`config.mk`:
```
export PLATFORM = sky130hd
export DESIGN_NAME = ni_packet_sender_flat
export DESIGN_NICKNAME = d
export VERILOG_FILES = /design/src/rtl/ni_packet_sender_pkg.sv /design/src/rtl/ni_packet_sender_if.sv /design/src/rtl/ni_packet_sender.sv /design/src/flat_wrapper.sv
export SDC_FILE = /design/constraint.sdc
export NUM_CORES = 1
export LEC_CHECK = 0
export CAP_MARGIN = 20
export CORE_MARGIN = 2
export CORE_UTILIZATION = 55
export DETAILED_ROUTE_END_ITERATION = 10
export PLACE_DENSITY_LB_ADDON = 0.12
export SETUP_SLACK_MARGIN = 0.5
export SLEW_MARGIN = 20
export SYNTH_ARGS = -nofsm -noshare
export SYNTH_HDL_FRONTEND = slang
export SYNTH_SLANG_ARGS = --single-unit
```
`constraint.sdc`:
```
create_clock -name clock -period 4.6 [get_ports clock]
set_input_delay 0.46 -clock clock [delete_from_list [all_inputs] [get_ports clock]]
set_output_delay 0.46 -clock clock [all_outputs]
set_load 0.05 [all_outputs]
```
`src/rtl/ni_packet_sender_pkg.sv`:
```
// Shared network-interface definitions: flit geometry and the packet sender's state encoding.
package hemps_defaults;

  localparam int TAM_FLIT   = 16;
  localparam int METADEFLIT = TAM_FLIT / 2;

  typedef logic [TAM_FLIT-1:0]   regflit;
  typedef logic [METADEFLIT-1:0] regmetadeflit;

  typedef enum logic [1:0] {
    S_IDLE,
    S_HEAD,
    S_SIZE,
    S_PAY
  } sender_state_t;

endpackage

```
`src/rtl/ni_packet_sender_if.sv`:
```
// Descriptor, payload and router-link signals of the packet sender.
// master = the sender itself, slave = the environment feeding it and the router port it drives.
interface ni_packet_sender_if;
  import hemps_defaults::*;

  logic         req_valid;
  logic         req_ready;
  regmetadeflit req_target;
  regflit       req_size;

  logic         pay_valid;
  logic         pay_ready;
  regflit       pay_data;

  logic         clock_tx;
  logic         tx;
  regflit       data_out;
  logic         credit_i;

  modport master (
    input  req_valid, req_target, req_size,
    input  pay_valid, pay_data,
    input  credit_i,
    output req_ready, pay_ready,
    output clock_tx, tx, data_out
  );

  modport slave (
    output req_valid, req_target, req_size,
    output pay_valid, pay_data,
    output credit_i,
    input  req_ready, pay_ready,
    input  clock_tx, tx, data_out
  );

endinterface

```
`src/rtl/ni_packet_sender.sv`:
```
// Credit-based flit transmitter: serialises header, size and payload flits into a router input port.
// Optional NI_SENDER_STALL_COUNT_EN adds a saturating stall_cycles counter output.
module ni_packet_sender
  import hemps_defaults::*;
(
  input  logic               clock,
  input  logic               reset,
  ni_packet_sender_if.master ni,
  output logic               busy,
`ifdef NI_SENDER_STALL_COUNT_EN
  output regflit             stall_cycles,
`endif
  output logic               pkt_done
);

  sender_state_t state, state_next;
  logic          tx_q, tx_d, done_d;
  regflit        data_q, data_d;
  regflit        load_cnt, load_d;
  regflit        size_q, size_d;
  logic          accept, pay_ready_w, pay_take;

  assign accept = (state == S_IDLE) && ni.req_valid;

  // The first payload flit is taken while the size flit leaves, keeping one flit per cycle.
  assign pay_ready_w = ((state == S_PAY) && (load_cnt != '0) && (!tx_q || ni.credit_i)) ||
                       ((state == S_SIZE) && ni.credit_i && (size_q != '0));
  assign pay_take    = ni.pay_valid && pay_ready_w;

  assign ni.req_ready = (state == S_IDLE);
  assign ni.pay_ready = pay_ready_w;
  assign ni.clock_tx  = clock;
  assign ni.tx        = tx_q;
  assign ni.data_out  = data_q;
  assign busy         = (state != S_IDLE);

  always_ff @(posedge clock or negedge reset) begin
    if (!reset) begin
      state    <= S_IDLE;
      tx_q     <= 1'b0;
      data_q   <= '0;
      pkt_done <= 1'b0;
      load_cnt <= '0;
      size_q   <= '0;
    end else begin
      state    <= state_next;
      tx_q     <= tx_d;
      data_q   <= data_d;
      pkt_done <= done_d;
      load_cnt <= load_d;
      size_q   <= size_d;
    end
  end

  always_comb begin
    state_next = state;
    tx_d       = tx_q;
    data_d     = data_q;
    done_d     = 1'b0;
    load_d     = load_cnt;
    size_d     = size_q;
    unique case (state)
      S_IDLE: begin
        if (ni.req_valid) begin
          size_d     = ni.req_size;
          load_d     = ni.req_size;
          tx_d       = 1'b1;
          data_d     = regflit'(ni.req_target);
          state_next = S_HEAD;
        end
      end
      S_HEAD: begin
        if (ni.credit_i) begin
          data_d     = size_q;
          state_next = S_SIZE;
        end
      end
      S_SIZE: begin
        if (ni.credit_i) begin
          if (size_q == '0) begin
            tx_d       = 1'b0;
            done_d     = 1'b1;
            state_next = S_IDLE;
          end else begin
            state_next = S_PAY;
            if (pay_take) begin
              data_d = ni.pay_data;
              tx_d   = 1'b1;
              load_d = load_cnt - 1'b1;
            end else begin
              tx_d = 1'b0;
            end
          end
        end
      end
      S_PAY: begin
        if (pay_take) begin
          data_d = ni.pay_data;
          tx_d   = 1'b1;
          load_d = load_cnt - 1'b1;
        end else if (tx_q && ni.credit_i) begin
          tx_d = 1'b0;
          if (load_cnt == '0) begin
            done_d     = 1'b1;
            state_next = S_IDLE;
          end
        end
      end
      default: state_next = S_IDLE;
    endcase
  end

`ifdef NI_SENDER_STALL_COUNT_EN
  // Counts cycles the router withholds credit from a pending flit; survives the packet end.
  always_ff @(posedge clock or negedge reset) begin
    if (!reset) begin
      stall_cycles <= '0;
    end else if (accept) begin
      stall_cycles <= '0;
    end else if (tx_q && !ni.credit_i && (stall_cycles != '1)) begin
      stall_cycles <= stall_cycles + 1'b1;
    end
  end
`endif

endmodule

```
`src/flat_wrapper.sv`:
```
// flat-port wrapper written by rule: the top's interface ports become plain ports
module ni_packet_sender_flat import hemps_defaults::*;
  (clock, reset, busy, pkt_done, ni_req_valid, ni_req_target, ni_req_size, ni_pay_valid, ni_pay_data, ni_credit_i, ni_req_ready, ni_pay_ready, ni_clock_tx, ni_tx, ni_data_out);
  ni_packet_sender_if ni_i ();
  input  logic clock;
  input  logic reset;
  output logic busy;
  output logic pkt_done;
  input wire logic [$bits(ni_i.req_valid)-1:0] ni_req_valid;
  input wire logic [$bits(ni_i.req_target)-1:0] ni_req_target;
  input wire logic [$bits(ni_i.req_size)-1:0] ni_req_size;
  input wire logic [$bits(ni_i.pay_valid)-1:0] ni_pay_valid;
  input wire logic [$bits(ni_i.pay_data)-1:0] ni_pay_data;
  input wire logic [$bits(ni_i.credit_i)-1:0] ni_credit_i;
  output wire logic [$bits(ni_i.req_ready)-1:0] ni_req_ready;
  output wire logic [$bits(ni_i.pay_ready)-1:0] ni_pay_ready;
  output wire logic [$bits(ni_i.clock_tx)-1:0] ni_clock_tx;
  output wire logic [$bits(ni_i.tx)-1:0] ni_tx;
  output wire logic [$bits(ni_i.data_out)-1:0] ni_data_out;
  assign ni_i.req_valid = ni_req_valid;
  assign ni_i.req_target = ni_req_target;
  assign ni_i.req_size = ni_req_size;
  assign ni_i.pay_valid = ni_pay_valid;
  assign ni_i.pay_data = ni_pay_data;
  assign ni_i.credit_i = ni_credit_i;
  assign ni_req_ready = ni_i.req_ready;
  assign ni_pay_ready = ni_i.pay_ready;
  assign ni_clock_tx = ni_i.clock_tx;
  assign ni_tx = ni_i.tx;
  assign ni_data_out = ni_i.data_out;
  ni_packet_sender u_core (.clock(clock), .reset(reset), .ni(ni_i), .busy(busy), .pkt_done(pkt_done));
endmodule
```
==> impl_metrics.toml <==
[synthesis]
synth.distinct_cells = 56
syn_avg_cell_area_sq_um = 9.31
synth_ff_type = "dfrtp_1"
synth_fp_nets = 370
ys_ff_latch = 52
yosys_warnings = 0
synth_area_sq_mm = 0.00302
synthArstFlopShare_pct = 100
synth_edf_count = 0
ys_seq_area_share_pct = 43.1
syn_inst = 324

[setup_path]
path_cells = "clkinv_1, nand2_1, clkdlybuf4s50_1"
crit_family = "buffers and inverters"
r2r_end = "u_core.ni.data_out[7]"
r2r_start = "u_core.state[1]"
crit_required_ns = 4.14
worstPathArrival_ns = 3.29
slowest_delay_ns = 0.93
crit_buf_inv = 2
slowest_stage = "dfrtp_1"
worstSetupPathType = "flip-flop to primary output"
start_kind = "flip-flop"
cp_num_cells = 3
r2r_cells = 7
cp-end-kind = "primary output"
cp_max_fo = 24
reg2reg_slack_ns = 1.31

[global_route]
grt_use_total_pct = 28.0
grt_pass1_wl_mm = 13.4
grt_remaining_overflow = 0
grt_pass1_vias = 2668
use_met3_pct = 5.52
busiest_layer = "met2"
grt_max_degree = 53
grt_antenna_before_repair = 0
gr-usage-met1_pct = 39.1
use_met2_pct = 44.8

[timing]
hold_viol_final = 0
setup_viol = 0
rsz0062_at_grt = "no"
max_slew.worst_pin.slew_ns = 0.881
drv_slew = 0
slew_headroom_pct = 41.3
finClkSkew_ns = 0.00880
max_freq_ghz = 0.267
setup_tns_ns = 0
fin_crit_sh_pct = 81.5
finalCriticalPeriod_ns = 3.75

[finish]
layout_commonest_cell = "clkdlybuf4s50_1"
layout.nets = 432
syn2layout_area_growth_pct = 29.5
fillers = 384
seq_area_sq_mm = 0.00130
drive_above_1_share_pct = 12.4
multi_input_area_sq_mm = 0.00159
antenna_cells = 0
final-instance-count-excl-fill = 457
final_cell_mix = "clkdlybuf4s50_1 (65), nand2_1 (58), dfrtp_1 (52), nor2_1 (29), a21oi_1 (17)"

[clock_network]
hold_buffers = 0
clk_latency_ns = 0.42
cts_tree = "done"
cts_setup_buffers = 0
cts_resized = 0
clk_pin_slew_ns = 0.10

[place]
dp.final_hpwl_mm = 5.57
io_buffers = 66
dp.cells = 446
place_congestion = 0.964

[floorplanning]
core-area_sq_mm = 0.00520
rows = 26
initial_core_util_pct = 58.0
io_pins = 67
die_x_um = 78.1
die_area_sq_mm = 0.00610
fp.dieH_um = 78.1

[detailed_routing]
drcViolationCount = 0
dr.first_iter.drc_count = 220
ant_nets = 0
drtPass1Iterations = 5
vias = 2797
via_per_inst = 6.12
wl_per_cell_um = 17.6
drt-total-wl_mm = 8.05

[worst_hold_path]
min-delay-path-class = "primary input to asynchronous set/reset pin"

[pwr]
p_per_area_mw_per_mm2 = 424
leakage_nw = 1.59
irDropWorstVdd_uv = 390

[run]
maxCapViolCount = 0

[outcome]
status = "complete, no violations"
-- layout make-up --
| cell class | instances | area share [%] |
|---|---|---|
| Multi-Input combinational cell | 243 | 40.6 |
| Sequential cell | 52 | 33.3 |
| Timing Repair Buffer | 70 | 17.5 |
| Clock buffer | 9 | 3.07 |
| Clock inverter | 3 | 2.31 |
| Tap cell | 70 | 2.24 |
| Inverter | 10 | 0.961 |
-- synthesized netlist by cell type (2+ instances only) --
library cell | instances | area share, %
nor3b_1 | 2 | 0.50
buf_1 | 2 | 0.25
or3_1 | 4 | 0.83
a21oi_2 | 2 | 0.58
o22ai_1 | 3 | 0.62
or4_1 | 2 | 0.50
buf_2 | 3 | 0.50
or2_2 | 4 | 0.83
nand2b_1 | 2 | 0.41
inv_1 | 9 | 1.1
and2_1 | 10 | 2.1
o221a_1 | 8 | 3.0
a21oi_1 | 17 | 2.8
mux2i_1 | 6 | 2.0
nand3_1 | 2 | 0.33
nand2_1 | 58 | 7.2
nor3_1 | 11 | 1.8
nor4_1 | 6 | 1.2
a211o_1 | 8 | 2.3
o21ai_4 | 2 | 1.1
dfrtp_1 | 52 | 43
clkbuf_1 | 11 | 1.4
a311oi_1 | 6 | 1.7
a211oi_1 | 12 | 3.0
o22ai_2 | 8 | 3.3
a22oi_2 | 8 | 3.3
nor2_1 | 29 | 3.6
o21ai_0 | 7 | 1.2
nand4_1 | 3 | 0.62
-- worst max-delay path by stage --
stage                        endpoint  slack (ns)       startpoint
after floorplan           ni_clock_tx        1.67            clock
after global placement    ni_clock_tx        1.17            clock
after detailed placement  ni_clock_tx        1.17            clock
after CTS                        busy        0.90  u_core.state[1]
after global routing             busy        0.69  u_core.state[1]
final                            busy        0.85  u_core.state[1]
-- kinds of logic after synthesis --
family,after synthesis,share of synthesized area [%]
AND/OR/NAND/NOR,140,22.1
AO/OA/AOI/OAI,94,27.4
flip-flops,52,43.1
buffers and inverters,29,4.44
multiplexers,6,1.99
XOR/XNOR,2,0.581
adder cells (fa/ha/maj),1,0.415
-- metrics by stage --
stage | hold WS (ns) | instance area, sq um | util [%] | total power [W] | setup slack (ns)
after floorplan | 0.164 | 3020 | - | 0.000998 | 1.67
after global placement | 0.482 | 3710 | 71.2 | 0.00116 | 1.17
after detailed placement | 0.482 | 3710 | 71.2 | 0.00117 | 1.17
after CTS | 0.175 | 3910 | 75.1 | 0.00166 | 0.899
after global routing | 0.215 | 3910 | 75.1 | 0.00174 | 0.692
final | 0.138 | 3910 | 75.1 | 0.00166 | 0.850
-- state kept, by name, indices dropped and copies added (netlist names) --
name and flops:
u_core.pkt_done 1, u_core.ni.tx 1, u_core.size_q 16, u_core.ni.data_out 16, u_core.load_cnt 16, u_core.state 2
-- per-layer routing --
layer	up-vias	share of wire (%)
met2	127	47
met5	-	0
met4	0	1.4
li1	1317	-
met1	1343	45
met3	10	7.0
-- report_power, final --
group / switching [W] / internal [W]
registers: 0.000100 / 0.000565
logic: 0.000247 / 0.000203
clock network: 0.000201 / 0.000342
Note: power is estimated with default switching activity, not from simulation.
==> patch 1 (same flow settings) <==
The package constant `TAM_FLIT` goes from 16 to 32.
--- a/src/rtl/ni_packet_sender_pkg.sv
+++ b/src/rtl/ni_packet_sender_pkg.sv
@@ -2,5 +2,5 @@
 package hemps_defaults;
 
-  localparam int TAM_FLIT   = 16;
+  localparam int TAM_FLIT   = 32;
   localparam int METADEFLIT = TAM_FLIT / 2;
 
Ports: changed (resized ni_data_out, ni_pay_data, ni_req_size and ni_req_target); port bits go from 67 to 123. The function was not compared with the original's and may differ.
==> patch 1 against the original RTL <==
  * Wire length increased by 110%
  * First-iteration DRC count increased by 140%
  * Die area increased by 85%
  * Final area increased by 87%
  * Sequential power increased by 86%
  * Area after synthesis increased by 90%
  * Critical path depth increased by 3
  * Highest routed layer unchanged
  * Combinational power increased by 57%
  * Count of clock-buffer cells in the layout increased by 7
  * Synthesized cell count increased by 110%
  * Sequential share of layout area increased by 1.1 points
  * Power increased by 67%
  * Largest power group unchanged
  * Setup slack got worse by 0.071 ns
  * Sequential cell count increased by 48
==> patch 1: results (changes against the original RTL) <==
metric,value,unit,change
most common library cells after synthesis,"nand2_1 (204), dfrtp_1 (100), o21ai_0 (48)",,"was nand2_1 (58), dfrtp_1 (52), nor2_1 (29)"
Syn Nets,765,,was 370
Worst Tran Pin Value,0.938,ns,was 0.881 ns
"Slowest-stage cell, CP",clkdlybuf4s50_1,,was dfrtp_1
routability congestion estimate,0.869,,was 0.964
Ys Warns,0,,unchanged
CP max FO,8,,was 24
pin count of the biggest net entering global routing,74,,was 53
dpl ws,1.17,ns,unchanged
"Seq/Total Area, Yosys",0.436,,was 0.431
HP Class,input port to async pin,,unchanged
Pins Over Slew Limit,0,,unchanged
peak supply drop,0.438,mV,was 0.390 mV
Nets,863,,was 432
dpl hpwl,11400,um,was 5570 um
layout cell share with drive strength beyond 1,0.0831,,was 0.124
Inserted Diodes,0,,unchanged
GRT Overall Usage,0.303,,was 0.280
Cell variety after synth,64,,was 56
DR iter-0 viols,529,,was 220
clock latency on the worst-skew pair,0.49,ns,was 0.42 ns
Final Skew,0.0132,ns,was 0.00880 ns
Buffers on Ports,122,,was 66
"slowest stage delay, CP",0.71,ns,was 0.93 ns
Total Wirelength,16600,um,was 8050 um
first-pass GRT wire length,27000,um,was 13400 um
Setup Buffers After CTS,0,,unchanged
Worst EP arrival,3.36,ns,was 3.29 ns
clk slew on worst S/H paths,0.10,ns,about the same
Lkg Pwr,3.15,nW,was 1.59 nW
worst r2r dst,u_core.ni.data_out[8]$_DFFE_PN0P_,,was u_core.ni.data_out[7]$_DFFE_PN0P_
vias in the first global route,5304,,was 2668
post-synthesis async set-or-reset flop share,1.00,,unchanged
DR vias,5581,,was 2797
"top cells by area, synth","dfrtp_1 (44%), nand2_1 (13%), o21ai_0 (4.2%), mux2i_1 (3.3%), mux2_2 (3.1%)",,"was dfrtp_1 (43%), nand2_1 (7.2%), nor2_1 (3.6%), a22oi_2 (3.3%), o22ai_2 (3.3%)"
antenna violations before repair,0,,unchanged
Layout fillers,829,,was 384
status,"complete, no violations",,unchanged
"CP delay by family, top",simple AND/OR/NAND/NOR gates,,was buffers and inverters
Worst R2R Setup Slack,1.31,ns,about the same
drt first pass iters,5,,unchanged
post_cts resized,0,,unchanged
ys flop type,dfrtp_1,,unchanged
R2R cell count,10,,was 7
RR Startpoint,u_core.load_cnt[0]$_DFFE_PN0P_,,was u_core.state[1]$_DFFE_PN0P_
[patch 1: metal layers]
layer	global-route usage	routed length (um)	vias to the layer above
met4	0.0949	283	0
met5	0	0	-
met1	0.440	7300	2673
met2	0.451	7530	257
met3	0.0699	1490	24
li1	-	-	2627
[patch 1: report_power, final]
part / switching, mW / internal (mW)
Combinational: 0.395 / 0.312
Clock: 0.351 / 0.461
Sequential: 0.194 / 1.05
Total: 0.940 / 1.82
[patch 1: cells by family after synthesis]
family / synth area share
simple gates: 0.251
compound gates: 0.203
flops: 0.436
buf+inv: 0.0432
mux: 0.0645
fa+ha+maj: 0.00218
[patch 1: final cells by class]
cell class	instances	area, sq um	share of cell area
inverters	8	30.0	0.00412
multi-input cells	523	3000	0.412
repair buffers	131	1280	0.176
well taps	136	170	0.0233
clock inverters	4	95.1	0.0130
clock buffers	16	206	0.0283
flip-flops and latches	100	2500	0.344
[patch 1: metrics by stage]
step                      area (sq um)  total power, mW  hold WS [ns]  cells
final                             7290             2.76         0.113    918
after global routing              7290             2.90         0.196    918
after CTS                         7290             2.77         0.146    918
after detailed placement          7000             2.01         0.492    899
after global placement            6990             1.98         0.487    899
after floorplan                   5740             1.71         0.164    679
[patch 1: worst max path at each step]
stage	startpoint	endpoint	slack [ns]	cells past startpoint
6_report	u_core.load_cnt[9]$_DFFE_PN0P_	ni_pay_ready	0.78	6
5_1_grt	u_core.load_cnt[9]$_DFFE_PN0P_	ni_pay_ready	0.58	6
4_1_cts	u_core.load_cnt[9]$_DFFE_PN0P_	ni_pay_ready	0.78	6
3_5_place_dp	clock	ni_clock_tx	1.17	1
3_3_place_gp	clock	ni_clock_tx	1.17	1
2_1_floorplan	clock	ni_clock_tx	1.67	1
[patch 1: worst reg2reg max path, stage by stage, from the launching register on]
cell and delay (ns):
dfrtp_1 0.37, inv_1 0.07, ha_1 0.25, nor4b_2 0.18, buf_4 0.18, and4_1 0.23
a31oi_1 0.30, nand3_2 0.74, buf_4 0.53, mux2i_1 0.20, o21ai_0 0.10
==> patch 2 (same settings) <==
Without the edit above. The 4 states of `sender_state_t` get a one-hot encoding in 4 bits.
--- a/src/rtl/ni_packet_sender_pkg.sv
+++ b/src/rtl/ni_packet_sender_pkg.sv
@@ -8,9 +8,9 @@
   typedef logic [METADEFLIT-1:0] regmetadeflit;
 
-  typedef enum logic [1:0] {
-    S_IDLE,
-    S_HEAD,
-    S_SIZE,
-    S_PAY
+  typedef enum logic [3:0] {
+    S_IDLE = 4'b0001,
+    S_HEAD = 4'b0010,
+    S_SIZE = 4'b0100,
+    S_PAY  = 4'b1000
   } sender_state_t;
 
Check against the original RTL: no difference found for any inputs over 4 cycles, from zero or initial values and one cycle with reset low; so few cycles prove little.
==> patch 2 against the original RTL <==
  * Via count fell by 10%
  * Setup slack improved by 0.075 ns
  * Area after synthesis shrank 5.2%
  * Wire length fell by 14%
  * Sequential share of layout area grew 3.4 points
  * Sequential cell count increased by 2
  * Largest cell class unchanged
  * Clock skew is 0.0048 ns higher
  * Hold slack improved by 0.012 ns
  * Highest routed layer unchanged
  * Critical endpoint is now ni_clock_tx
  * Final area down 5.8%
  * Register-to-register slack gained 0.38 ns
Power is not compared: it rests on default switching activity, and its combinational part moved more than twofold at a synthesized area within 25%.
==> patch 2: results (changes against the original RTL) <==
metric,value,unit,change
Worst R2R Setup Slack,1.69,ns,was 1.31 ns
worst r2r dst,u_core.load_cnt[14]$_DFFE_PN0P_,,was u_core.ni.data_out[7]$_DFFE_PN0P_
Worst EP arrival,3.22,ns,was 3.29 ns
"Seq/Total Area, Yosys",0.473,,was 0.431
Layout fillers,395,,was 384
Placed Instance Area,0.00352,sq mm,was 0.00371 sq mm
Syn Inst Count,300,,was 324
RR Startpoint,u_core.load_cnt[0]$_DFFE_PN0P_,,was u_core.state[1]$_DFFE_PN0P_
most common library cells after synthesis,"dfrtp_1 (53), nor2_1 (31), a21oi_1 (28)",,"was nand2_1 (58), dfrtp_1 (52), nor2_1 (29)"
DR vias,2506,,was 2797
status,"complete, no violations",,unchanged
"Slowest-stage cell, CP",clkdlybuf4s50_1,,was dfrtp_1
Syn Nets,346,,was 370
DR iter-0 viols,193,,was 220
Avg WL per Cell,16.2,um,was 17.6 um
Setup crit start,clock,,was u_core.state[1]$_DFFE_PN0P_
Final Skew,0.0136,ns,was 0.00880 ns
clock latency on the worst-skew pair,0.42,ns,about the same
Setup Buffers After CTS,0,,unchanged
dpl hpwl,5010,um,was 5570 um
vias in the first global route,2411,,was 2668
GRT Overall Usage,0.259,,was 0.280
hold_ws,0.150,ns,was 0.138 ns
layout cell share with drive strength beyond 1,0.120,,was 0.124
first-pass GRT wire length,12000,um,was 13400 um
clk slew on worst S/H paths,0.10,ns,about the same
Worst Tran Pin Value,0.749,ns,was 0.881 ns
Nets,404,,was 432
Cell variety after synth,47,,was 56
"top cells by area, synth","dfrtp_1 (46%), mux2_2 (6.7%), a21oi_1 (4.9%), o21ai_0 (4.5%), nor2_1 (4.1%)",,"was dfrtp_1 (43%), nand2_1 (7.2%), nor2_1 (3.6%), a22oi_2 (3.3%), o22ai_2 (3.3%)"
drt first pass iters,4,,was 5
Total Wirelength,6940,um,was 8050 um
CP max FO,2,,was 24
dpl cells,418,,was 446
R2R cell count,8,,was 7
routability congestion estimate,0.825,,was 0.964
antenna violations before repair,0,,unchanged
pin count of the biggest net entering global routing,55,,was 53
"slowest stage delay, CP",0.69,ns,was 0.93 ns
## patch 2: cell types whose count changed in the layout (fill, tap and decap cells not counted), sizes merged, moves of 6 or more
| cell | delta |
|---|---|
| nand2 | -30 |
| o21ai | +22 |
| and2 | -10 |
| a21oi | +9 |
| a211oi | -12 |
| mux2 | +17 |
| a211o | -8 |
| a311oi | -6 |
| a22o | +8 |
| o22a | +6 |
| o221a | -8 |
## patch 2: layout make-up
type                       count  area, sq um  area share
tap                           70         87.6      0.0238
clock inverter                 3         43.8      0.0119
timing repair buffer          69          676       0.183
clock buffer                   9          120      0.0326
sequential                    54         1350       0.367
multi-input combinational    217         1380       0.374
inverter                       7         26.3     0.00714
## patch 2: how the worst max path moves through the flow
stage	endpoint	slack, ns
2_1_floorplan	ni_clock_tx	1.67
3_3_place_gp	ni_clock_tx	1.17
3_5_place_dp	ni_clock_tx	1.17
4_1_cts	ni_clock_tx	0.91
5_1_grt	ni_clock_tx	0.91
6_report	ni_clock_tx	0.92
## patch 2: layer usage
layer  up-vias  part of all wire  global-route usage  routed length, um
met4         0            0.0072              0.0964                 50
met1      1189              0.46               0.371               3220
li1       1222                 -                   -                  -
met5         -                 0                   0                  0
met3         6             0.054              0.0569                378
met2        89              0.47               0.388               3300
## patch 2: logic make-up after synthesis
logic type,after synthesis,synth area share
AO/OA/AOI/OAI,100,0.220
AND/OR/NAND/NOR,98,0.183
flip-flops,54,0.473
buffers and inverters,29,0.0490
multiplexers,18,0.0704
adder cells (fa/ha/maj),1,0.00437
## patch 2: worst reg2reg max path: cells and delay by family (launching register included)
family | cells | cell delay [ns]
AOI/OAI and AO/OA | 3 | 1.12
adders and majority gates | 1 | 0.23
buffers and inverters | 1 | 0.11
DFF | 1 | 0.40
and+or+nand+nor | 3 | 0.95
